<file path="config.mk">
export PLATFORM = sky130hd
export DESIGN_NAME = e203_exu_decq
export DESIGN_NICKNAME = d
export VERILOG_FILES = /design/src/rtl/e203_exu_decq_pkg.sv /design/src/rtl/e203_exu_predec.sv /design/src/rtl/e203_exu_decq.sv
export SDC_FILE = /design/constraint.sdc
export NUM_CORES = 1
export LEC_CHECK = 0
export BUFFER_PORTS_ARGS = -buffer_cell sky130_fd_sc_hd__buf_2
export CORE_ASPECT_RATIO = 1.2
export CORE_MARGIN = 1.5
export CORE_UTILIZATION = 60
export DETAILED_ROUTE_END_ITERATION = 16
export PLACE_DENSITY = 0.87
export SLEW_MARGIN = 0
export SYNTH_ARGS = -nofsm -noshare
export SYNTH_HDL_FRONTEND = slang
export SYNTH_SLANG_ARGS = --single-unit
</file>
<file path="constraint.sdc">
create_clock -name clk -period 25.2 [get_ports clk]
set_input_delay 7.56 -clock clk [delete_from_list [all_inputs] [get_ports clk]]
set_output_delay 7.56 -clock clk [all_outputs]
set_load 0.005 [all_outputs]
</file>
<file path="src/rtl/e203_exu_decq_pkg.sv">
// Shared constants and the predecode record type for the EXU decode queue.
package e203_exu_decq_pkg;

  localparam int INSTR_SIZE  = 32;
  localparam int RFIDX_WIDTH = 5;

  localparam logic [1:0] BJP_NONE = 2'b00;
  localparam logic [1:0] BJP_JAL  = 2'b01;
  localparam logic [1:0] BJP_JALR = 2'b10;
  localparam logic [1:0] BJP_BXX  = 2'b11;

  typedef struct packed {
    logic                   rv32;
    logic [1:0]             bjp;
    logic [RFIDX_WIDTH-1:0] rs1idx;
    logic [RFIDX_WIDTH-1:0] rs2idx;
    logic [RFIDX_WIDTH-1:0] rdidx;
    logic                   ilegl;
  } predec_t;

endpackage

</file>
<file path="src/rtl/e203_exu_predec.sv">
// Combinational predecode of a fetched instruction: length, branch/jump class,
// register indices and an early illegal-encoding flag.
module e203_exu_predec
  import e203_exu_decq_pkg::*;
#(
  parameter int RVC_EN    = 1,
  parameter int MULDIV_EN = 1
) (
  input  logic [INSTR_SIZE-1:0]  i_instr,
  output logic                   o_rv32,
  output logic [1:0]             o_bjp,
  output logic [RFIDX_WIDTH-1:0] o_rs1idx,
  output logic [RFIDX_WIDTH-1:0] o_rs2idx,
  output logic [RFIDX_WIDTH-1:0] o_rdidx,
  output logic                   o_ilegl
);

  localparam logic RVC_ON    = (RVC_EN != 0);
  localparam logic MULDIV_ON = (MULDIV_EN != 0);

  logic       w_low11;
  logic       w_b42_all1;
  logic [6:0] w_opcode;
  logic [6:0] w_func7;
  logic [2:0] w_f3c;
  logic       w_c_j;
  logic       w_c_jr;
  logic       w_c_bxx;

  assign w_low11    = (i_instr[1:0] == 2'b11);
  assign w_b42_all1 = (i_instr[4:2] == 3'b111);
  assign w_opcode   = i_instr[6:0];
  assign w_func7    = i_instr[31:25];
  assign w_f3c      = i_instr[15:13];

  assign o_rv32   = w_low11 & ~w_b42_all1;
  assign o_rs1idx = o_rv32 ? i_instr[19:15] : i_instr[11:7];
  assign o_rs2idx = o_rv32 ? i_instr[24:20] : i_instr[6:2];
  assign o_rdidx  = i_instr[11:7];

  // Compressed jumps/branches only classify when 16-bit encodings are legal.
  assign w_c_j   = RVC_ON & (i_instr[1:0] == 2'b01) & ((w_f3c == 3'b001) | (w_f3c == 3'b101));
  assign w_c_jr  = RVC_ON & (i_instr[1:0] == 2'b10) & (w_f3c == 3'b100)
                   & (i_instr[6:2] == 5'd0) & (i_instr[11:7] != 5'd0);
  assign w_c_bxx = RVC_ON & (i_instr[1:0] == 2'b01) & ((w_f3c == 3'b110) | (w_f3c == 3'b111));

  always_comb begin
    o_bjp = BJP_NONE;
    if (o_rv32) begin
      if (w_opcode == 7'b1101111)      o_bjp = BJP_JAL;
      else if (w_opcode == 7'b1100111) o_bjp = BJP_JALR;
      else if (w_opcode == 7'b1100011) o_bjp = BJP_BXX;
    end else begin
      if (w_c_j)        o_bjp = BJP_JAL;
      else if (w_c_jr)  o_bjp = BJP_JALR;
      else if (w_c_bxx) o_bjp = BJP_BXX;
    end
  end

  assign o_ilegl = (w_low11 & w_b42_all1)
                 | (~o_rv32 & (~RVC_ON | (i_instr[15:0] == 16'h0000)))
                 | (~MULDIV_ON & (w_opcode == 7'b0110011) & (w_func7 == 7'b0000001));

endmodule

</file>
<file path="src/rtl/e203_exu_decq.sv">
// Instruction queue between IFU and EXU decode; entries are predecoded on
// enqueue and presented from the read pointer.
module e203_exu_decq
  import e203_exu_decq_pkg::*;
#(
  parameter int DEPTH     = 4,
  parameter int PC_SIZE   = 32,
  parameter int RVC_EN    = 1,
  parameter int MULDIV_EN = 1
) (
  input  logic                       clk,
  input  logic                       rst,
  input  logic                       flush,
  input  logic                       i_valid,
  output logic                       i_ready,
  input  logic [INSTR_SIZE-1:0]      i_instr,
  input  logic [PC_SIZE-1:0]         i_pc,
  input  logic                       i_prdt_taken,
  input  logic                       i_misalgn,
  input  logic                       i_buserr,
  output logic                       o_valid,
  input  logic                       o_ready,
  output logic [INSTR_SIZE-1:0]      o_instr,
  output logic [PC_SIZE-1:0]         o_pc,
  output logic                       o_prdt_taken,
  output logic                       o_misalgn,
  output logic                       o_buserr,
  output logic                       o_rv32,
  output logic [1:0]                 o_bjp,
  output logic [RFIDX_WIDTH-1:0]     o_rs1idx,
  output logic [RFIDX_WIDTH-1:0]     o_rs2idx,
  output logic [RFIDX_WIDTH-1:0]     o_rdidx,
  output logic                       o_ilegl,
  output logic [$clog2(DEPTH+1)-1:0] o_cnt
);

  localparam int AW = $clog2(DEPTH);
  localparam int CW = $clog2(DEPTH+1);

  logic [INSTR_SIZE-1:0] r_instr [DEPTH];
  logic [PC_SIZE-1:0]    r_pc    [DEPTH];
  logic [2:0]            r_flags [DEPTH];
  predec_t               r_dec   [DEPTH];
  logic [AW-1:0]         r_wptr;
  logic [AW-1:0]         r_rptr;
  logic [CW-1:0]         r_cnt;

  logic    w_push;
  logic    w_pop;
  logic    w_exc;
  predec_t w_dec;
  predec_t w_dec_store;

  e203_exu_predec #(
    .RVC_EN    (RVC_EN),
    .MULDIV_EN (MULDIV_EN)
  ) u_predec (
    .i_instr  (i_instr),
    .o_rv32   (w_dec.rv32),
    .o_bjp    (w_dec.bjp),
    .o_rs1idx (w_dec.rs1idx),
    .o_rs2idx (w_dec.rs2idx),
    .o_rdidx  (w_dec.rdidx),
    .o_ilegl  (w_dec.ilegl)
  );

  // A fetch exception outranks whatever the encoding looked like.
  assign w_exc = i_misalgn | i_buserr;
  always_comb begin
    w_dec_store = w_dec;
    if (w_exc) begin
      w_dec_store.bjp   = BJP_NONE;
      w_dec_store.ilegl = 1'b0;
    end
  end

  assign i_ready = (r_cnt != CW'(DEPTH));
  assign o_valid = (r_cnt != '0);
  assign w_push  = i_valid & i_ready;
  assign w_pop   = o_valid & o_ready;

  always_ff @(posedge clk or posedge rst) begin
    if (rst) begin
      r_wptr <= '0;
      r_rptr <= '0;
      r_cnt  <= '0;
      for (int i = 0; i < DEPTH; i++) begin
        r_instr[i] <= '0;
        r_pc[i]    <= '0;
        r_flags[i] <= '0;
        r_dec[i]   <= '0;
      end
    end else if (flush) begin
      r_wptr <= '0;
      r_rptr <= '0;
      r_cnt  <= '0;
    end else begin
      if (w_push) begin
        r_instr[r_wptr] <= i_instr;
        r_pc[r_wptr]    <= i_pc;
        r_flags[r_wptr] <= {i_prdt_taken, i_misalgn, i_buserr};
        r_dec[r_wptr]   <= w_dec_store;
        r_wptr          <= r_wptr + 1'b1;
      end
      if (w_pop) begin
        r_rptr <= r_rptr + 1'b1;
      end
      if (w_push && !w_pop) begin
        r_cnt <= r_cnt + 1'b1;
      end else if (w_pop && !w_push) begin
        r_cnt <= r_cnt - 1'b1;
      end
    end
  end

  assign o_instr      = r_instr[r_rptr];
  assign o_pc         = r_pc[r_rptr];
  assign o_prdt_taken = r_flags[r_rptr][2];
  assign o_misalgn    = r_flags[r_rptr][1];
  assign o_buserr     = r_flags[r_rptr][0];
  assign o_rv32       = r_dec[r_rptr].rv32;
  assign o_bjp        = r_dec[r_rptr].bjp;
  assign o_rs1idx     = r_dec[r_rptr].rs1idx;
  assign o_rs2idx     = r_dec[r_rptr].rs2idx;
  assign o_rdidx      = r_dec[r_rptr].rdidx;
  assign o_ilegl      = r_dec[r_rptr].ilegl;
  assign o_cnt        = r_cnt;

endmodule

</file>
* Word level (Yosys, flattened, before mapping) *
Index checks and enable logic that the tools add are counted.

operators by class
  add/subtract/negate cells = 4
  order comparisons = 3
  equality and inequality tests = 13
  mux-type cells = 40
  bitwise logic cells = 19
  reductions and logical operators = 13

operator list
  operator                                                       number
  128-bit bitwise mux                                            2
  32-bit two-way mux                                             5
  32-bit binary-select mux with 2-bit select                     2
  76-bit bitwise mux                                             1
  32-bit demux with 2-bit select                                 1
  19-bit two-way mux                                             3
  19-bit binary-select mux with 2-bit select                     1
  19-bit demux with 2-bit select                                 1
  2-bit two-way mux                                              12
  7-bit == test, second input constant                           3
  3-bit two-way mux                                              6
  16-bit zero test                                               1
  3-bit == test, second input constant                           5
  12-bit bitwise mux                                             1
  1-bit AND                                                      10
  5-bit two-way mux                                              2
  3-bit binary-select mux with 2-bit select                      1
  3-bit demux with 2-bit select                                  1
  3-bit >= comparator, second input constant                     2
  2-bit inverter with 3-bit output                               2
  3-bit nonzero test                                             2
  5-bit zero test                                                1
  5-bit nonzero test                                             1
  2-bit by 1-bit adder with 2-bit output, second input constant  2
  14 further kinds                                               24

storage, ports and cells
  flip-flop bits (word level) = 351
  bits of input ports = 72
  output and inout port bits = 91
  word-level logic and storage cells = 131

* Longest topological paths before layout *
Gate-level depths: netlist (run 1).

  word-level depth = 9
  depth in mapped cells = 7
  depth with buffers taken out = 5

* By module *
From an unflattened synthesis (run 1), not the netlist that was laid out.

second synthesis, totals
  cell total of the unflattened synthesis = 935
  area total of the unflattened synthesis = 15,786.4 um^2

by module, submodules not included
  module           times used  cells an instance  area each (um^2)  sequential area each (um^2)
  e203_exu_decq    1           897                15,461.1          8,783.4
  e203_exu_predec  1           38                 325.3             0.0

* Least setup slack after synthesis (run 1) *
No wires, ideal clock.

  path kind = reg-to-output
  start = reg r_rptr[1]
  end = out o_rdidx[0]
  data arrival time = 1.586 ns
  data required time = 17.640 ns
  slack = 16.054 ns
  cell stages (with the launch flop) = 6
  buffers on the path = 4
  path through = dfrtp_1 > buf_2 > clkbuf_1 > buf_2 > mux4_2 > buf_4

on the way
  cells in the longest elaborated chain, start to end = 4

RTL lines
  what                                                    line                  source
  start, declared                                         e203_exu_decq.sv:45   logic [AW-1:0] r_rptr;
  start signal, assigned                                  e203_exu_decq.sv:106  r_rptr <= r_rptr + 1'b1;
  2-bit inverter with 3-bit output (implied by the code)  e203_exu_decq.sv:125  assign o_rdidx = r_dec[r_rptr].rdidx;
  19-bit binary-select mux with 2-bit select              e203_exu_decq.sv:125
  19-bit two-way mux (2 in series)                        n/a
  end, declared                                           e203_exu_decq.sv:32   output logic [RFIDX_WIDTH-1:0] o_rdidx,

No other way between the ends. The select of a mux whose other input is x is not followed.

* Final worst setup path (run 1) *
  start = reg r_rptr[0]
  end = out o_pc[27]

on the way
  cells in the longest elaborated chain, start to end = 4

RTL lines
  what                                                    line                  source
  2-bit inverter with 3-bit output (implied by the code)  e203_exu_decq.sv:117  assign o_pc = r_pc[r_rptr];
  32-bit binary-select mux with 2-bit select              e203_exu_decq.sv:117
  32-bit two-way mux (implied by the code) (2 in series)  e203_exu_decq.sv:117
  end, declared                                           e203_exu_decq.sv:24   output logic [PC_SIZE-1:0] o_pc,

No other way between the ends. The select of a mux whose other input is x is not followed.

==> results of run 1 <==
worst paths after layout:
check | cells after the start | slack (ns) | endpoint | startpoint
min | 2 | 0.48 | r_dec[19] | r_dec[19]
max in group asynchronous | 3 | 16.29 | r_rptr[1] | rst
min in group asynchronous | 2 | 7.22 | r_instr[107] | rst
max reg2reg | 5 | 22.04 | r_pc[42] | o_cnt[1]
max | 3 | 14.59 | o_pc[27] | r_rptr[0]
min reg2reg | 2 | 0.48 | r_dec[19] | r_dec[19]
area by class of cell:
cell class	instances	area share, %
antenna	3	0.0447
clock buffer	47	5.73
clock inverter	10	0.917
inverter	5	0.157
multi-input combinational	482	36.1
sequential	331	49.4
tap	320	2.39
timing repair buffer	170	5.26
metal layers:
metal / track usage (%) / vias to the layer above / part of all wire (%)
li1: - / 3581 / -
met1: 31.2 / 4382 / 41
met4: 7.58 / 0 / 2.5
met5: 0 / - / 0
met3: 4.52 / 48 / 5.3
met2: 41.0 / 194 / 51
synthesized netlist by cell type (5+ instances only):
master and n:
nor3_1 5, dfrtp_1 331, buf_4 8, inv_1 5, mux2_2 15, nand2_1 14
mux2_1 311, nor2_1 5, buf_2 21, clkbuf_1 8, buf_6 31, mux4_2 81
state kept, by name (all words and copies together) (netlist names):
| name | cells |
|---|---|
| r_wptr | 2 |
| r_dec | 56 |
| o_cnt | 3 |
| r_instr | 128 |
| r_pc | 128 |
| r_flags | 12 |
| r_rptr | 2 |
power groups by stage:
stage | logic (mW) | clock network (mW) | registers (mW)
floorplan | 0.470 | 0 | 0.850
global placement | 0.602 | 0 | 0.905
detailed placement | 0.627 | 0 | 0.917
CTS | 0.632 | 0.515 | 0.911
global route | 0.674 | 0.537 | 0.938
finish | 0.618 | 0.505 | 0.910
kinds of logic (layout without fill, tap and decap cells):
family / after synthesis / after routing / synth area share (%)
mux: 409 / 409 / 37.1
flops: 331 / 331 / 55.7
buf+inv: 74 / 232 / 3.81
simple gates: 45 / 45 / 1.81
compound gates: 19 / 19 / 0.942
fa+ha+maj: 5 / 5 / 0.471
xor+xnor: 4 / 4 / 0.235
other cells: 0 / 3 / 0
metrics by stage:
| stage | cell area [um^2] | total power, mW | std cells | utilization (%) |
|---|---|---|---|---|
| 2_1_floorplan | 14900 | 1.32 | 887 | - |
| 3_3_place_gp | 15700 | 1.51 | 1308 | 64.9 |
| 3_5_place_dp | 15700 | 1.54 | 1308 | 64.9 |
| 4_1_cts | 16800 | 2.06 | 1365 | 69.5 |
| 5_1_grt | 16800 | 2.15 | 1366 | 69.5 |
| 6_report | 16800 | 2.03 | 1368 | 69.5 |
worst max-delay path: stages, from the launching register on:
cell     delay, ns
dfrtp_4       0.87
buf_4         0.87
mux4_2        0.62
buf_2         0.15
==> reports/metrics.cfg, run 1 <==
[finish]
fill_cells = 1531
multi_input_area_um2 = 6060
layout_common_cells = dfrtp_1 (329), mux2_1 (311), buf_2 (162), mux4_2 (81), clkbuf_16 (35)
layout_commonest_cell = dfrtp_1
area.growth.synth_to_final_pct = 12.8
drive_gt1_share_pct = 31.0
register_area_um2 = 8290
nNetsFinal = 1101

[routing]
first_pass_iters = 4
vias = 8205
vias_per_cell = 6.00
dr.first_iter.drc_count = 398
drc = 0
drtAntennaViolNets = 0
drt-wirelength-per-cell_um = 21.7
wl_um = 29600

[yosys]
synth-seq-cells = 331
syn_avg_cell_area_um2 = 16.8
async_flop_share_pct = 100
yosys.cell_types.count = 42
synth_nets = 964
syn_area_um2 = 14900
synth_edf_count = 0
ys_seq_area_share_pct = 55.7
yosys.area.top_type = dfrtp_1
ys_top_cells_by_area = dfrtp_1 (56%), mux2_1 (24%), mux4_2 (12%), buf_6 (2.3%), mux2_2 (1.1%)
synth_warnings = 0
netlist_instances = 887
synth_flop_cell = dfrtp_1
synth.top_cell.area_share_pct = 55.7

[job]
drv_cap = 0

[timing]
worstMarginPinSlew_ns = 1.17
slew_headroom_pct = 22.1
finalClockSkew_ns = 0.0182
hold_viol = 0
rsz0062_at_grt = false
maxSlewViolCount = 0
min_period_ns = 10.61
hold_ws_ns = 0.477
fin_crit_sh_pct = 42.1
max_freq_ghz = 0.0943
tns_ns = 0
fin_ws_ns = 14.59
setup_viol = 0

[global_routing]
grt_pass1_vias = 8845
grtUsageTotal_pct = 24.0
grt-ovfl-total = 0
antenna_found_initial = 2
grt_max_degree = 202
grt_first_pass_wirelength_um = 48100

[pwr]
power_density_nw_per_um2 = 121
sw_frac_of_total_pct = 28.6
leakagePower_nw = 7.73
p_seq_share_pct = 44.8
vdd_drop_max_uv = 70.8
p_int_mw = 1.45
p_sw_mw = 0.582
clock_power_share_pct = 24.8
combPwrFrac_pct = 30.4

[clock_tree]
cts_made_buffers = 34
clk_latency_ns = 0.51
post_cts_buffers = 0
path_clk_slew_ns = 0.06
cts_resized = 0
cts_sinks = 331
cts_hold_buf = 0
cts_tree = done
cts-root-buf = clkbuf_16
cts_buffer_depth = 3
cts_htree_levels = 2

[floorplanning]
row_count = 62
pin_count = 163
die_h_um = 176
start_util_pct = 61.7
dieArea_um2 = 25800
fp.dieW_um = 147
core_um2 = 24100

[placed_design]
port_buffers = 162
gp_congestion = 0.754
dp_hpwl_um = 18400
place_ws_ns = 15.00

[critical_path]
crit_fanout = 49
arrival_ns = 3.05
end_kind = output port
critPathKind = register to output port
cp-start-kind = register
required_ns = 17.64

[min_path]
hp-class = register to register

[outcome]
status = finished, final reports clean

(Power assumes the default switching activity.)
==> run 2: changes to the inputs <==
Settings changed: CORE_UTILIZATION 60 to 53, PLACE_DENSITY 0.87 to 0.82.
Clock period 25.2 ns to 9.7 ns, I/O delays scaled along.
==> run 2 against run 1 <==
  * Combinational power increased to 2.6 times the previous value
  * Worst setup slack worse by 11 ns
  * Critical path depth stayed put
  * First-iteration DRC count down 7.3%
  * Clock skew down 0.0036 ns
  * Sequential cell count did not move
  * Global-route usage decreased by 2.8 points
  * Wire length increased by 0.31%
  * Cell count is 4.6% higher
  * Power grew to 2.6 times the previous value
  * Critical path type unchanged
  * Critical endpoint is now o_rdidx[1]
  * Highest routed layer is now met5
==> reports/metrics.cfg, run 2 (synthesis results as in run 1) <==
[clock_tree]
cts_hold_buf = 0
cts_made_buffers = 35
clk_latency_ns = 0.50
cts_resized = 0
post_cts_buffers = 0
cts_buffer_depth = 3
path_clk_slew_ns = 0.06
cts-root-buf = clkbuf_16
cts_sinks = 331
cts_tree = done
cts_htree_levels = 2

[placed_design]
dp_hpwl_um = 18600
port_buffers = 162
place_ws_ns = 4.10
gp_congestion = 0.721

[routing]
drtAntennaViolNets = 0
drc = 0
vias_per_cell = 5.69
drt-wirelength-per-cell_um = 20.8
dr.first_iter.drc_count = 369
wl_um = 29700
first_pass_iters = 4
vias = 8146

[timing]
worstMarginPinSlew_ns = 1.02
slew_headroom_pct = 32.0
max_freq_ghz = 0.166
finalClockSkew_ns = 0.0145
min_period_ns = 6.01
tns_ns = 0
rsz0062_at_grt = false
setup_viol = 0
fin_crit_sh_pct = 61.9
fin_ws_ns = 3.69
hold_viol = 0
maxSlewViolCount = 0

[pwr]
vdd_drop_max_uv = 209
leakagePower_nw = 7.73
power_density_nw_per_um2 = 311

[job]
drv_cap = 0

[critical_path]
required_ns = 6.79
ff2ff_setup_slack_ns = 6.70
crit_fanout = 49
arrival_ns = 3.10
rr_endpoint = r_pc[2]
end_kind = output port
reg2reg_depth = 4
cp-start-kind = register
worstReg2RegStart = o_cnt[1]
critPathKind = register to output port

[global_routing]
grt_first_pass_wirelength_um = 48600
grt_max_degree = 195
antenna_found_initial = 2
grtUsageTotal_pct = 21.2
grt-ovfl-total = 0
grt_pass1_vias = 9003

[finish]
fill_cells = 2083
area.growth.synth_to_final_pct = 13.2
layout_common_cells = dfrtp_1 (329), mux2_1 (311), buf_2 (162), mux4_2 (81), clkbuf_16 (36)
final_util_pct = 60.7
drive_gt1_share_pct = 30.9
nNetsFinal = 1104
top_regs = r_instr x128, r_pc x128, r_dec x56
layout_commonest_cell = dfrtp_1

[min_path]
min_to = r_pc[54]
min_from = r_pc[54]
min_path_cells = 1
hp-class = register to register

[floorplanning]
row_count = 67
core_um2 = 27700
start_util_pct = 53.6
die_h_um = 187
fp.dieW_um = 156
dieArea_um2 = 29100
pin_count = 163

[outcome]
status = finished, final reports clean

## run 2: cell types whose count changed in the layout (fill, tap and decap cells not counted), sizes merged
cell,delta
clkinvlp,+1
clkbuf,+8
clkinv,-2
bufinv,-3
buf,+2
diode,-2
## run 2: power by group
part	total, mW	internal [mW]	switching [mW]
combinational	1.58	0.979	0.602
clock	1.29	0.760	0.525
sequential	2.37	1.99	0.378
## run 2: metrics by stage
| stage | hold slack [ns] | cell area, um^2 | cells | power [mW] |
|---|---|---|---|---|
| CTS | 0.489 | 16800 | 1430 | 5.31 |
| global placement | 0.468 | 15700 | 1369 | 3.92 |
| detailed placement | 0.475 | 15700 | 1369 | 4.00 |
| finish | 0.484 | 16800 | 1431 | 5.24 |
| floorplan | 0.443 | 14900 | 887 | 3.43 |
| global route | 0.497 | 16800 | 1431 | 5.56 |
## run 2: cell type report
class                   instances  area [um^2]  area share [%]
diodes                          1         2.50          0.0149
clock buffers                  55         1030            6.13
clock inverters                 6         73.8           0.438
inverters                       5         22.5           0.134
multi-input cells             482         6060            35.9
flip-flops and latches        331         8290            49.2
well taps                     379          474            2.81
repair buffers                172          898            5.33
## run 2: how the worst max path moves through the flow
stage	start	endpoint	slack [ns]	cells past startpoint
after floorplan	rst	o_cnt[0]	2.37	1
after global placement	r_rptr[0]	o_instr[8]	4.13	3
after detailed placement	r_rptr[0]	o_rdidx[1]	4.10	3
after CTS	r_rptr[0]	o_instr[4]	3.55	3
after global routing	r_rptr[0]	o_instr[8]	3.39	3
final	r_rptr[0]	o_rdidx[1]	3.69	3
## run 2: layer usage
layer | vias to the layer above | global-route usage [%] | part of all wire [%]
met1 | 4355 | 27.4 | 42
met4 | 2 | 5.57 | 1.8
met3 | 41 | 3.92 | 4.3
li1 | 3575 | - | -
met5 | - | 0 | 0.044
met2 | 173 | 36.8 | 51
## run 2: critical path, stage by stage, from the launching register on
cell and delay, ns:
dfrtp_4 1.09, buf_4 0.70, mux4_2 0.60, buf_2 0.14
